**config.mk**
```make
export PLATFORM = sky130hd
export DESIGN_NAME = cam_search_ctrl
export DESIGN_NICKNAME = d
export VERILOG_FILES = /design/src/rtl/cam_pkg.sv /design/src/rtl/cam_scan_cmp.sv /design/src/rtl/cam_search_ctrl.sv
export SDC_FILE = /design/constraint.sdc
export NUM_CORES = 1
export LEC_CHECK = 0
export ABC_AREA = 1
export BUFFER_PORTS_ARGS = -buffer_cell sky130_fd_sc_hd__buf_2
export CELL_PAD_IN_SITES_DETAIL_PLACEMENT = 2
export CELL_PAD_IN_SITES_GLOBAL_PLACEMENT = 2
export CORE_MARGIN = 5
export CORE_UTILIZATION = 30
export DETAILED_ROUTE_END_ITERATION = 6
export PLACE_DENSITY_LB_ADDON = 0.1
export SLEW_MARGIN = 15
export SYNTH_ARGS = -nofsm -noshare
export SYNTH_HDL_FRONTEND = slang
export SYNTH_SLANG_ARGS = --single-unit
export TNS_END_PERCENT = 50
```
**constraint.sdc**
```tcl
create_clock -name clk -period 3 [get_ports clk]
set_input_delay 0.9 -clock clk [delete_from_list [all_inputs] [get_ports clk]]
set_output_delay 0.9 -clock clk [all_outputs]
set_load 0.1 [all_outputs]
```
**src/rtl/cam_pkg.sv**
```systemverilog
// Shared definitions for the CAM search sequencer: default widths, host opcodes
// and the controller state encoding.
package cam_pkg;
  localparam int DEF_DATA_W = 14;
  localparam int DEF_ADDR_W = 12;

  localparam logic OP_WRITE  = 1'b0;
  localparam logic OP_SEARCH = 1'b1;

  typedef enum logic [2:0] {
    ST_IDLE  = 3'd0,
    ST_WRITE = 3'd1,
    ST_SCAN  = 3'd2,
    ST_DRAIN = 3'd3,
    ST_RESP  = 3'd4
  } state_t;
endpackage

```
**src/rtl/cam_scan_cmp.sv**
```systemverilog
// One-deep read pipeline for the CAM scan: remembers which address (and entry
// validity) the RAM word now on dout belongs to, and compares it with the key.
module cam_scan_cmp #(
  parameter int DATA_W = 14,
  parameter int ADDR_W = 12
) (
  input  logic              clk,
  input  logic              rst,
  input  logic              issue_vld,
  input  logic [ADDR_W-1:0] issue_addr,
  input  logic              issue_ent,
  input  logic [DATA_W-1:0] key,
  input  logic [DATA_W-1:0] ram_dout,
  output logic              hit,
  output logic [ADDR_W-1:0] hit_addr
);
  logic              vld_p1;
  logic              ent_p1;
  logic [ADDR_W-1:0] addr_p1;

  // issue -> p1: aligned with the RAM's one-cycle read latency
  always_ff @(posedge clk) begin
    if (rst) begin
      vld_p1 <= 1'b0;
      ent_p1 <= 1'b0;
    end else begin
      vld_p1 <= issue_vld;
      ent_p1 <= issue_ent;
    end
    addr_p1 <= issue_addr;
  end

  assign hit      = vld_p1 && ent_p1 && (ram_dout == key);
  assign hit_addr = addr_p1;
endmodule

```
**src/rtl/cam_search_ctrl.sv**
```systemverilog
// Host-facing sequencer for the image-CAM base RAM: pass-through writes and
// lowest-address linear searches. Optional entry-valid bits: CAM_VALID_BITS_EN.
module cam_search_ctrl
  import cam_pkg::*;
#(
  parameter int DATA_W = DEF_DATA_W,
  parameter int ADDR_W = DEF_ADDR_W
) (
  input  logic              clk,
  input  logic              rst,
  input  logic              cmd_valid,
  output logic              cmd_ready,
  input  logic              cmd_op,
  input  logic [ADDR_W-1:0] cmd_addr,
  input  logic [DATA_W-1:0] cmd_data,
  output logic              rsp_valid,
  output logic              rsp_hit,
  output logic [ADDR_W-1:0] rsp_addr,
  output logic              busy,
  output logic              ram_we,
  output logic              ram_match_en,
  output logic [ADDR_W-1:0] ram_addr,
  output logic [DATA_W-1:0] ram_din,
  input  logic [DATA_W-1:0] ram_dout
);
  state_t            state;
  logic [ADDR_W-1:0] lim;
  logic [DATA_W-1:0] key;
  logic              hit;
  logic [ADDR_W-1:0] hit_addr;
  logic              issue_ent;

`ifdef CAM_VALID_BITS_EN
  logic [2**ADDR_W-1:0] entry_valid;

  // ram_addr holds the target address for the whole WRITE cycle
  always_ff @(posedge clk) begin
    if (rst) entry_valid <= '0;
    else if (state == ST_WRITE) entry_valid[ram_addr] <= 1'b1;
  end

  assign issue_ent = entry_valid[ram_addr];
`else
  assign issue_ent = 1'b1;
`endif

  cam_scan_cmp #(.DATA_W(DATA_W), .ADDR_W(ADDR_W)) u_cmp (
    .clk        (clk),
    .rst        (rst),
    .issue_vld  (ram_match_en),
    .issue_addr (ram_addr),
    .issue_ent  (issue_ent),
    .key        (key),
    .ram_dout   (ram_dout),
    .hit        (hit),
    .hit_addr   (hit_addr)
  );

  always_ff @(posedge clk) begin
    if (rst) begin
      state        <= ST_IDLE;
      cmd_ready    <= 1'b1;
      busy         <= 1'b0;
      rsp_valid    <= 1'b0;
      rsp_hit      <= 1'b0;
      rsp_addr     <= '0;
      ram_we       <= 1'b0;
      ram_match_en <= 1'b0;
      ram_addr     <= '0;
      ram_din      <= '0;
    end else begin
      rsp_valid <= 1'b0;
      case (state)
        ST_IDLE: begin
          if (cmd_valid) begin
            lim       <= cmd_addr;
            key       <= cmd_data;
            cmd_ready <= 1'b0;
            busy      <= 1'b1;
            if (cmd_op == OP_WRITE) begin
              state    <= ST_WRITE;
              ram_we   <= 1'b1;
              ram_addr <= cmd_addr;
              ram_din  <= cmd_data;
            end else begin
              state        <= ST_SCAN;
              ram_match_en <= 1'b1;
              ram_addr     <= '0;
            end
          end
        end
        ST_WRITE: begin
          ram_we    <= 1'b0;
          ram_din   <= '0;
          ram_addr  <= '0;
          rsp_valid <= 1'b1;
          rsp_hit   <= 1'b0;
          rsp_addr  <= ram_addr;
          state     <= ST_RESP;
        end
        ST_SCAN: begin
          // A hit ends the scan at once; the address issued alongside it is dropped.
          if (hit) begin
            ram_match_en <= 1'b0;
            ram_addr     <= '0;
            rsp_valid    <= 1'b1;
            rsp_hit      <= 1'b1;
            rsp_addr     <= hit_addr;
            state        <= ST_RESP;
          end else if (ram_addr == lim) begin
            ram_match_en <= 1'b0;
            ram_addr     <= '0;
            state        <= ST_DRAIN;
          end else begin
            ram_addr <= ram_addr + ADDR_W'(1);
          end
        end
        ST_DRAIN: begin
          rsp_valid <= 1'b1;
          rsp_hit   <= hit;
          rsp_addr  <= hit ? hit_addr : lim;
          state     <= ST_RESP;
        end
        ST_RESP: begin
          cmd_ready <= 1'b1;
          busy      <= 1'b0;
          state     <= ST_IDLE;
        end
        default: state <= ST_IDLE;
      endcase
    end
  end
endmodule

```
==> run summary <==
- 77.4% — period utilisation layout
- completed — outcome
- 5210 um2 — final non-filler cell area
- 4,498 — vias in the first global route
- 36.8% — relative max-transition margin
- 23.1% — synth-to-layout area growth
- 18.7% — fraction of final layout cells sized beyond drive strength 1
- 0 — max-cap check violation count
- 945 ps — transition time at the pin with the least slew margin
- 4230 um2 — synthesized area
- 4,045 — total number of vias
- 7.35 um2 — Avg Synthesized Cell Area
- 6.08 ps — clk_skew
- 28.8% — area share of the leading cell type in the synthesized netlist
- 2000 um2 — flip-flop and latch area
- 0 — antenna violations before repair
- 8 — largest fanout on the critical path
- 6.30 mW — Overall Power
- 621 — Post-Synthesis Net Count
- 0 ps — total negative slack for setup checks
- register to output pin — category of the critical setup timing path
- 4 — first-pass iteration count of the detailed router
- 4.78 — mean number of vias per cell
- done — clock tree from TritonCTS
- 707 — final net count
- 30 — number of different library cells in the post-synthesis netlist
- 28 — pin count of the biggest net entering global routing
- 2.36 nW — leakage power figure
- no — setup repair after global routing missed its margin
- 1,671 — fill cell total of the finished layout
- 13,900 um2 — area inside the core boundary
- 18.0% — overall routing resource usage
- 0 — total gr overflow
- 87 — number of clock sinks seen by CTS
- 3 — number of levels in the clock H-tree
- 0 — Final Max Slew Viols
- 0 — remaining design rule violation count
- 0 — number of failing hold endpoints at the final stage
- register — kind of start point of the critical path
- 30.5% — initial core utilization
- 0 — yosys warns
- 16,600 um2 — Die Footprint
- 87 — Port-buffer cells
- 26 — number of enable-type register cells in the synthesized netlist
- sky130_fd_sc_hd__clkbuf_16 — CTS Root Cell
- 0 — n_diodes
- 23,400 um — first-pass GRT wire length
- 350 ps — worst-skew pair later-pin latency
- buf_2 — cells traversed along the worst timing path
- flip-flops — Crit path max-delay family
- output pin — Critical Path End Type
- 88 — io pins
- 0 — hold buffer count at CTS
- 0 — count of endpoints failing setup in the final report
- 576 — cell count after synthesis
- register to register — type of the worst min-delay path
- state[2] — Worst R2R Start
- 129 um — Die X-Extent
- 0% — Async SR Flop Fraction
- 151 x sky130_fd_sc_hd__nand2_1, 74 x sky130_fd_sc_hd__nor2_1, 71 x sky130_fd_sc_hd__inv_1 — most frequent cells after synthesis
- 2320 ps — time the final worst path needs with I/O delays and setup
- 24.3% — fraction of met1 tracks used by global routing
- 9 — CTS Buf Count
- 70 ps — clock-pin slew of the registers on the worst-case setup and hold paths
- sky130_fd_sc_hd__dfxtp_1 29%, sky130_fd_sc_hd__edfxtp_1 18%, sky130_fd_sc_hd__nand2_1 13% — main area contributors after synthesis
- 2.86% — global routing usage on met3
- 29.4% — met2 GRT Util
- 1 — number of buffer and inverter instances along the worst setup path
- 2100 ps — required time of the critical path
- ram_addr[2] — launching element of the worst setup path
- 47.3% — sequential share of the synthesized area
- 143 — iteration-0 DRC count of the detailed router
- ram_din[2] — startpoint of the lowest-slack hold path
- 16.8 um — final routed wire length divided by cell count
- 534 uV — largest voltage drop on the vdd net
- 0.431 GHz — maximum clock frequency
- 1840 um2 — total area of multi-input combinational cells
- sky130_fd_sc_hd__dfxtp_1 — cell accounting for the most synthesized area
- 4870 um2 — Placed Area
- 10,900 um — detailed placer's ending HPWL
- 2 — number of buffers on the longest clock path
- sky130_fd_sc_hd__dfxtp_1 — slowest cell on the critical path
- 0.781 — routability-driven placement congestion ratio
- met2 — busiest metal layer after global routing
- sky130_fd_sc_hd__dfxtp_1 — most frequently used flop master after synthesis
- 0 — post-route antenna net violation count
- 560 ps — Crit path largest cell delay
- 129 um — chip height
- 0 — number of buffers inserted by post-CTS setup repair
- 43 — number of rows created at floorplan
- 87 — register bit count reported by yosys
- 0 — quantity of gates resized following cts
- 14,200 um — Detailed Route WL
- 1420 ps — Critical Path AT
- 1210 nW/um2 — power density of the placed cells
- sky130_fd_sc_hd__nand2_1 — most frequently used cell type in the post-synthesis netlist
==> per-stage QoR <==
step / util, % / instances / hold slack [ps] / setup slack, ps
3_5_place_dp: 35.1 / 831 / 458 / 392
4_1_cts: 37.6 / 847 / 468 / 661
5_1_grt: 37.6 / 847 / 489 / 477
6_report: 37.6 / 847 / 461 / 679
2_1_floorplan: - / 576 / 496 / 322
3_3_place_gp: 35.1 / 831 / 430 / 513
==> cells in the final DEF (no fill, tap or decap), drive strengths merged, types with 3 or more instances in the layout <==
master,count
nand3,31
o21ai,20
xnor2,15
a22oi,12
nor2,77
dfxtp,61
xor2,4
clkbuf,9
inv,75
bufinv,3
a21oi,57
edfxtp,26
nand2,154
buf,99
nand4,14
==> logic make-up after synthesis <==
kind of cell	count (synthesis)	share of synthesized area [%]
adder cells (fa/ha/maj)	1	0.295
AO/OA/AOI/OAI	92	11.7
XOR/XNOR	19	3.93
buffers and inverters	99	9.43
AND/OR/NAND/NOR	278	27.3
flip-flops	87	47.3
==> final timing paths <==
kind                 endpoint  slack [ps]  cells past startpoint
hold reg to reg    ram_din[2]         460                      2
setup reg to reg  ram_addr[8]         740                      7
setup / recovery  ram_addr[2]         680                      1
hold / removal     ram_din[2]         460                      2
==> flip-flops by register name (all words and copies together), names as in the netlist <==
signal	cells
busy	1
cmd_ready	1
key	14
lim	12
ram_addr	12
ram_din	14
ram_match_en	1
ram_we	1
rsp_addr	12
rsp_hit	1
rsp_valid	1
state	3
u_cmp.ent_p1	1
u_cmp.hit_addr	12
u_cmp.vld_p1	1
==> area by class of cell <==
class                   instances  share of cell area [%]
flip-flops and latches         87                    38.4
clock buffers                   9                    4.32
repair buffers                 99                    10.1
well taps                     180                    4.32
inverters                      75                    5.40
clock inverters                 7                    2.28
multi-input cells             390                    35.2
==> power by group <==
group | leakage (nW) | internal [mW] | total [mW] | switching [mW]
clock | 0.162 | 0.815 | 1.31 | 0.493
combinational | 1.45 | 0.680 | 3.20 | 2.52
sequential | 0.742 | 1.54 | 1.79 | 0.247
==> routing by layer <==
layer / vias up / share of wire (%)
met2: 53 / 47
met4: 0 / 1.4
li1: 2009 / -
met3: 13 / 2.6
met5: - / 0
met1: 1970 / 49
No activity file was read; power rests on OpenSTA's default activity.
